`config.mk`:
```
export PLATFORM = sky130hd
export DESIGN_NAME = fixed_div
export DESIGN_NICKNAME = d
export VERILOG_FILES = /design/src/rtl/fixed_div.sv
export SDC_FILE = /design/constraint.sdc
export NUM_CORES = 1
export LEC_CHECK = 0
export ABC_AREA = 1
export BUFFER_PORTS_ARGS = -buffer_cell sky130_fd_sc_hd__clkbuf_2
export CORE_ASPECT_RATIO = 0.5
export CORE_MARGIN = 8
export CORE_UTILIZATION = 43
export CTS_BUF_LIST = sky130_fd_sc_hd__clkbuf_16
export DETAILED_ROUTE_END_ITERATION = 8
export GPL_TIMING_DRIVEN = 0
export PLACE_DENSITY_LB_ADDON = 0.2
export REMOVE_ABC_BUFFERS = 1
export SLEW_MARGIN = 20
export SYNTH_ARGS = -nofsm -noshare
export SYNTH_HDL_FRONTEND = slang
export SYNTH_SLANG_ARGS = --single-unit
export TNS_END_PERCENT = 30
```
`constraint.sdc`:
```
create_clock -name clk -period 4.3 [get_ports clk]
set_input_delay 0.86 -clock clk [delete_from_list [all_inputs] [get_ports clk]]
set_output_delay 0.86 -clock clk [all_outputs]
set_load 0.05 [all_outputs]
```
`src/rtl/fixed_div.sv`:
```
// ---------------------------------------------------------------------------
// fixed_div
//
// Sequential signed fixed-point divider: quotient = dividend / divisor, with
// operands and result all in two's-complement Q(DATA_WIDTH-FRAC).FRAC format.
// A restoring radix-2 loop produces one quotient bit per cycle over
// N = DATA_WIDTH + FRAC iterations. The magnitude is truncated, so the result
// rounds toward zero, and it saturates to the representable range.
// One division is in flight at a time.
//
// Parameters
//   DATA_WIDTH  total operand/result width (two's complement)
//   FRAC        number of fractional bits (must be >= 1)
//
// Ports
//   clk        rising-edge clock
//   rst        synchronous, active-high reset
//   in_valid   operands valid
//   in_ready   block can accept operands (IDLE and not in reset)
//   dividend   signed numerator, sampled on the accept edge
//   divisor    signed denominator, sampled on the accept edge
//   out_valid  quotient valid; held until out_ready
//   out_ready  downstream accepts the quotient
//   quotient   signed saturated result
//   div_zero   result came from a zero divisor; valid with out_valid
// ---------------------------------------------------------------------------
module fixed_div #(
    parameter int DATA_WIDTH = 20,
    parameter int FRAC       = 16
) (
    input  logic                  clk,
    input  logic                  rst,
    input  logic                  in_valid,
    output logic                  in_ready,
    input  logic [DATA_WIDTH-1:0] dividend,
    input  logic [DATA_WIDTH-1:0] divisor,
    output logic                  out_valid,
    input  logic                  out_ready,
    output logic [DATA_WIDTH-1:0] quotient,
    output logic                  div_zero
);

    localparam int DW = DATA_WIDTH;
    localparam int N  = DATA_WIDTH + FRAC;
    localparam int CW = $clog2(N);

    localparam logic [DW-1:0] ONE      = 1;
    localparam logic [CW-1:0] CNT_ONE  = 1;
    localparam logic [CW-1:0] CNT_LAST = CW'(N - 1);
    localparam logic [DW-1:0] QMAX     = {1'b0, {(DW-1){1'b1}}};
    localparam logic [DW-1:0] QMIN     = {1'b1, {(DW-1){1'b0}}};

    typedef enum logic [1:0] {
        S_IDLE,
        S_CALC,
        S_FIN,
        S_DONE
    } state_t;

    state_t          state_q;
    logic [N-1:0]    num_q;       // numerator bits, consumed MSB first
    logic [N-1:0]    mag_q;       // unsigned quotient magnitude
    logic [DW-1:0]   dvs_q;       // |divisor|
    logic [DW-1:0]   rem_q;       // partial remainder, always < |divisor|
    logic [CW-1:0]   cnt_q;
    logic            sign_q;      // result sign
    logic            neg_dvd_q;   // dividend sign, selects zero-divide limit
    logic            zero_q;      // divisor was zero
    logic            out_valid_q;
    logic [DW-1:0]   quot_q;
    logic            div_zero_q;

    // Operand magnitudes. An unsigned DW-bit result holds |-2^(DW-1)| exactly.
    logic [DW-1:0] dvd_abs;
    logic [DW-1:0] dvs_abs;

    always_comb begin
        dvd_abs = dividend[DW-1] ? ((~dividend) + ONE) : dividend;
        dvs_abs = divisor[DW-1]  ? ((~divisor)  + ONE) : divisor;
    end

    // One restoring iteration. The shifted remainder needs DW+1 bits since
    // rem_q may be as large as |divisor|-1 before doubling.
    logic [DW:0]   rem_sh;
    logic          q_bit;
    logic [DW-1:0] rem_d;
    logic [N-1:0]  mag_d;

    always_comb begin
        rem_sh = {rem_q, num_q[N-1]};
        q_bit  = (rem_sh >= {1'b0, dvs_q});
        rem_d  = q_bit ? DW'(rem_sh - {1'b0, dvs_q}) : rem_sh[DW-1:0];
        mag_d  = {mag_q[N-2:0], q_bit};
    end

    // Sign application and saturation. A negative result may reach exactly
    // 2^(DW-1) in magnitude (maps to QMIN); a positive one only QMAX.
    logic          pos_over;
    logic          neg_over;
    logic [DW-1:0] neg_mag;
    logic [DW-1:0] quot_d;

    always_comb begin
        pos_over = |mag_q[N-1:DW-1];
        neg_over = (|mag_q[N-1:DW]) | (mag_q[DW-1] & (|mag_q[DW-2:0]));
        neg_mag  = (~mag_q[DW-1:0]) + ONE;
        quot_d   = '0;
        if (zero_q) begin
            quot_d = neg_dvd_q ? QMIN : QMAX;
        end else if (!sign_q) begin
            quot_d = pos_over ? QMAX : mag_q[DW-1:0];
        end else begin
            quot_d = neg_over ? QMIN : neg_mag;
        end
    end

    always_ff @(posedge clk) begin
        if (rst) begin
            state_q     <= S_IDLE;
            num_q       <= '0;
            mag_q       <= '0;
            dvs_q       <= '0;
            rem_q       <= '0;
            cnt_q       <= '0;
            sign_q      <= 1'b0;
            neg_dvd_q   <= 1'b0;
            zero_q      <= 1'b0;
            out_valid_q <= 1'b0;
            quot_q      <= '0;
            div_zero_q  <= 1'b0;
        end else begin
            case (state_q)
                S_IDLE: begin
                    if (in_valid) begin
                        num_q     <= {dvd_abs, {FRAC{1'b0}}};
                        mag_q     <= '0;
                        rem_q     <= '0;
                        dvs_q     <= dvs_abs;
                        sign_q    <= dividend[DW-1] ^ divisor[DW-1];
                        neg_dvd_q <= dividend[DW-1];
                        zero_q    <= (divisor == '0);
                        cnt_q     <= CNT_LAST;
                        state_q   <= S_CALC;
                    end
                end
                S_CALC: begin
                    num_q <= num_q << 1;
                    rem_q <= rem_d;
                    mag_q <= mag_d;
                    if (cnt_q == '0) begin
                        state_q <= S_FIN;
                    end else begin
                        cnt_q <= cnt_q - CNT_ONE;
                    end
                end
                S_FIN: begin
                    quot_q      <= quot_d;
                    div_zero_q  <= zero_q;
                    out_valid_q <= 1'b1;
                    state_q     <= S_DONE;
                end
                S_DONE: begin
                    if (out_ready) begin
                        out_valid_q <= 1'b0;
                        state_q     <= S_IDLE;
                    end
                end
                default: state_q <= S_IDLE;
            endcase
        end
    end

    // Depends only on state and rst, never on in_valid.
    assign in_ready  = (state_q == S_IDLE) && !rst;
    assign out_valid = out_valid_q;
    assign quotient  = quot_q;
    assign div_zero  = div_zero_q;

endmodule

```
# ---- Word level (Yosys, flattened, before mapping)
# Cells that the tools add are included.
# Widths: inputs -> output; s select.
dict set report word_totals {
  out_inout_bits 23
  elab_cells 69
  reg_bits 145
  input_bits 44
}
dict set report op_classes {
  n_bitwise 6
  n_eq_ne 7
  mux 23
  order_cmp 1
  reduce_logical 15
  n_addsub 5
}
# op count
set ops {}
lappend ops {{$mux 20} 9}
lappend ops {{$pmux 36 s2} 2}
lappend ops {{$mux 36} 2}
lappend ops {{$add 20x1->20 const B} 3}
lappend ops {{$not 20->20} 3}
lappend ops {{$pmux 20 s2} 1}
lappend ops {{$ge 21x20->1} 1}
lappend ops {{$logic_not 20->1} 1}
lappend ops {{$sub 20x20->20} 1}
lappend ops {{$reduce_or 19->1} 1}
lappend ops {{$reduce_or 17->1} 1}
lappend ops {{$reduce_or 16->1} 1}
lappend ops {{$mux 6} 2}
lappend ops {{$pmux 6 s2} 1}
lappend ops {{$ne 2x2->1 const B} 4}
lappend ops {{$pmux 2 s4} 1}
lappend ops {{$logic_not 6->1} 1}
lappend ops {{$mux 2} 3}
lappend ops {{$reduce_and 2->1} 3}
lappend ops {{$reduce_and 3->1} 2}
lappend ops {{$sub 6x1->6 const B} 1}
lappend ops {{$eq 2x2->1 const B} 2}
lappend ops {{$reduce_bool 2->1} 2}
lappend ops {{$eq 2x1->1 const B} 1}
lappend ops {{8 further kinds} 8}

# ---- Depth between registers and ports, before layout
dict set report logic_depth {
  ltp_word 6
  depth_mapped 15
  depth_no_buf 15
}

# ---- Least setup slack after synthesis
# No wires, ideal clock.
dict set report synth_timing {
  path_kind {input port to output port}
  startpoint {in rst}
  endpoint {out in_ready}
  cell_stages 3
  required_time_ns 3.440
  path_slack_ns 1.521
  arrival_time_ns 1.919
  path_cell_list {clkbuf_1 -> clkbuf_1 -> nor2_1}
}
dict set report synth_between {
  elab_chain_cells 2
}
# element line
set synth_rtl {}
lappend synth_rtl {{start: declaration} 32} ;# input logic rst,
lappend synth_rtl {{$logic_not 1->1} 174} ;# assign in_ready = (state_q == S_IDLE) && !rst;
lappend synth_rtl {{$logic_and 1x1->1} 174}
lappend synth_rtl {{end: declaration} 34} ;# output logic in_ready,
# Every way passes these cells.

# ---- Worst setup path in the final report
dict set report layout_timing {
  startpoint {reg state_q[1]}
  endpoint {reg rem_q[14]}
}
dict set report layout_between {
  elab_chain_cells 3
  elab_cells_between_ends 6
  classes_between {eq/ne: 2; mux: 1; reduce/logical: 3}
}
# element line
set layout_rtl {}
lappend layout_rtl {{start: declaration} 60} ;# state_t state_q;
lappend layout_rtl {{start signal: assignment} 119} ;# state_q <= S_IDLE;
lappend layout_rtl {{start signal: assignment} 143} ;# state_q <= S_CALC;
lappend layout_rtl {{start signal: assignment} 151} ;# state_q <= S_FIN;
lappend layout_rtl {{$eq 2x1->1 / $logic_not 2->1 (equally long branches)} 132} ;# case (state_q)
lappend layout_rtl {{$reduce_bool 2->1 (no source line) / $ne 2x2->1 (equally long branches)} n/a}
lappend layout_rtl {{$reduce_and 2->1 (no source line)} n/a}
lappend layout_rtl {{end signal: assignment} 148} ;# rem_q <= rem_d;
lappend layout_rtl {{end: declaration} 64} ;# logic [DW-1:0] rem_q;
# Parallel ways exist; a longest one is shown, timed or not.
# A chain may end at the register's enable or synchronous reset.

==> flow_summary.yaml <==
run_status:
  status: "finished clean"
finish:
  antenna-diode-count: 0
  final_cell_mix: "nand2_1, a21oi_1, inv_1"
  postLayoutCellArea_um2: 9642
  fillers: 2060
  multi_input_area_um2: 4989
  layout.nets: 1429
  final_common_cell: "nand2_1"
  syn2layout_area_growth_pct: 15.17
  drive_above_1_share_pct: 11.70
  ff_latch_area_um2: 2582
  fin_util_pct: 50.01
global_route:
  grt_usage_pct: 17.81
  grt_pass1_wl_um: 36410
  grt_pass1_vias: 7730
  antenna_found_initial: 1
  gr-total-overflow: 0
  grt_max_degree: 65
pwr:
  peakVddDrop_v: 0.0003564
  pwr-share-seq_pct: 21.4
  sw_frac_of_total_pct: 46.71
  power_density_nw_per_um2: 784.3
  p_clk_share_pct: 22.2
  comb_power_share_pct: 56.4
  leakagePower_nw: 4.526
  p_sw_w: 0.003533
  internal_power_w: 0.004030
  total_power_w: 0.007562
clocking:
  clk_latency_ns: 0.42
  cts-buffers-inserted: 17
  cts.sinks: 129
  post_cts_buffers: 0
  htreeDepth: 4
  cts_resized: 0
  cts_tree: "built"
  hold_buffers: 0
  clkTransAtPathRegs_ns: 0.06
  root_buffer: "clkbuf_16"
  clockBufferDepth: 2
worst_hold_path:
  min_to: "quotient[19]$_SDFFE_PP0P_"
  hp-start: "quotient[19]$_SDFFE_PP0P_"
  hp-class: "flop to flop"
  hold_depth: 2
worst_setup_path:
  cp_data_arrival_time_ns: 3.51
  r2r_slack_ns: 1.13
  slowest_delay_ns: 0.78
  cp.buffers_inverters: 4
  path_cells: "inv_1 -> ha_1 -> inv_1 -> nor2_4 -> buf_16 -> buf_16 -> nand2_4 -> nand2_1 -> nand2_1 -> a21oi_1"
  r2r_start: "state_q[1]$_SDFFE_PP0P_"
  critPathCaptureType: "flop"
  crit_fanout: 27
  rr_endpoint: "rem_q[14]$_SDFFE_PP0P_"
  cp_top_family: "buffers and inverters"
  crit_type: "flop to flop"
  worstPathRequired_ns: 4.64
  r2r_cells: 10
  cp-start-kind: "flop"
  worst_path_max_delay_cell: "ha_1"
placement:
  place_area_um2: 8961
  hpwl_um: 15780
  io_buffers: 66
  dp_slack_ns: 1.075
  gp_congestion: 0.8976
timing:
  finalSetupViolations: 0
  fin_crit_ns: 3.169
  timing.fmax_mhz: 315.5
  fin_crit_sh_pct: 73.70
  fin_setup_tns_ns: 0
  hold_viol_final: 0
  timing.final.ws_setup_ns: 1.131
  worst_pin_slew_ns: 0.9798
  relSlewSlack_pct: 34.61
  maxSlewViolCount: 0
  rsz0062_at_grt: "false"
  fin_skew_ns: 0.006457
drt:
  antenna_left: 0
  drc: 0
  drt_first_pass_iters: 7
  wl_um: 21500
  via_per_inst: 5.101
  via_count: 8330
  drt-initial-drc-count: 595
  post_drt_wl_per_cell_um: 13.16
floorplan:
  io_pins: 67
  die_x_um: 213.3
  initial_core_util_pct: 43.43
  rows: 36
  die_y_um: 114.7
  core_um2: 19280
  dieArea_um2: 24460
run:
  maxCapViolCount: 0
synthesis:
  synth_area_um2: 8372
  syn_area_per_cell_um2: 6.357
  ys_seq_area_share_pct: 30.85
  ys_types: 43
  ys_ff_latch: 129
  synth_warnings: 0
  synth_cells: 1317
==> registers in the layout, indices dropped and copies added, names as in the netlist <==
signal	flops
state_q	2
div_zero	1
sign_q	1
quotient	20
out_valid	1
cnt_q	6
mag_q	36
dvs_q	20
zero_q	1
num_q	20
rem_q	20
neg_dvd_q	1
==> Yosys cell counts (all sizes together) <==
cell type / number / area [um^2]
nor3: 22 / 147.6
a21oi: 151 / 789.5
xor2: 25 / 219.0
nand3b: 17 / 127.6
buf: 16 / 107.6
a21o: 1 / 7.510
nand4: 10 / 62.56
o31ai: 1 / 7.510
xnor2: 11 / 96.34
a31oi: 6 / 37.54
fa: 1 / 20.02
inv: 149 / 559.3
ha: 30 / 375.4
a211oi: 1 / 7.510
nor2: 118 / 500.5
and3: 2 / 12.51
a221oi: 2 / 17.52
o21ai: 97 / 485.5
and2: 2 / 12.51
o21a: 1 / 7.510
o22ai: 1 / 6.260
clkbuf: 38 / 143.9
nand3: 87 / 455.4
nand2: 387 / 1498
or2: 4 / 25.02
a22oi: 2 / 15.01
dfxtp: 129 / 2582
o21bai: 3 / 22.52
o211ai: 3 / 22.52
==> routing by layer <==
layer | part of all wire, % | vias to the layer above | GRT usage [%]
met4 | 0.90 | 2 | 4.271
met5 | 0.079 | - | 0
met2 | 45 | 191 | 28.89
met3 | 5.5 | 21 | 4.590
li1 | - | 4326 | -
met1 | 48 | 3790 | 23.38
==> worst max path at each step <==
stage,startpoint,endpoint,slack [ns],cells after the start
4_1_cts,state_q[1]$_SDFFE_PP0P_,rem_q[14]$_SDFFE_PP0P_,1.14,10
6_report,state_q[1]$_SDFFE_PP0P_,rem_q[14]$_SDFFE_PP0P_,1.13,10
5_1_grt,state_q[1]$_SDFFE_PP0P_,rem_q[16]$_SDFFE_PP0P_,0.90,10
2_1_floorplan,state_q[1]$_SDFFE_PP0P_,rem_q[14]$_SDFFE_PP0P_,0.68,8
3_5_place_dp,in_valid,num_q[17]$_SDFFE_PP0P_,1.07,8
3_3_place_gp,state_q[1]$_SDFFE_PP0P_,rem_q[19]$_SDFFE_PP0P_,-1.11,8
==> logic make-up (layout without fill, tap and decap cells) <==
group           count (synthesis)  in the layout  share of synthesized area [%]
compound gates                269            269                          17.04
xor+xnor                       36             36                          3.766
fa+ha+maj                      31             31                          4.723
buf+inv                       203            253                          9.685
flops                         129            129                          30.85
simple gates                  649            649                          33.94
==> metrics by stage <==
step	hold WS, ns	cells
4_1_cts	0.4646	1633
2_1_floorplan	0.4331	1263
5_1_grt	0.4895	1633
3_3_place_gp	0.4456	1595
3_5_place_dp	0.4554	1601
6_report	0.4643	1633
==> final cells by class <==
class	count	share of cell area [%]
tap	266	3.452
clock buffer	17	4.412
timing repair buffer	72	5.165
sequential	129	26.78
multi-input combinational	985	51.74
clock inverter	15	2.647
inverter	149	5.801
==> power groups by stage <==
stage / clock network (W) / logic (W) / registers [W]
3_3_place_gp: 0 / 0.00408 / 0.00164
6_report: 0.00168 / 0.00426 / 0.00162
5_1_grt: 0.00177 / 0.00484 / 0.00166
4_1_cts: 0.00171 / 0.00426 / 0.00162
3_5_place_dp: 0 / 0.00425 / 0.00164
2_1_floorplan: 0 / 0.00313 / 0.00169
==> worst register-to-register path: stages (launching register included) <==
cell     delay, ns
dfxtp_1       0.33
inv_1         0.12
ha_1          0.78
inv_1         0.64
nor2_4        0.47
buf_16        0.22
buf_16        0.19
nand2_4       0.09
nand2_1       0.08
nand2_1       0.05
a21oi_1       0.13
Note: power is estimated with default switching activity, not from simulation.
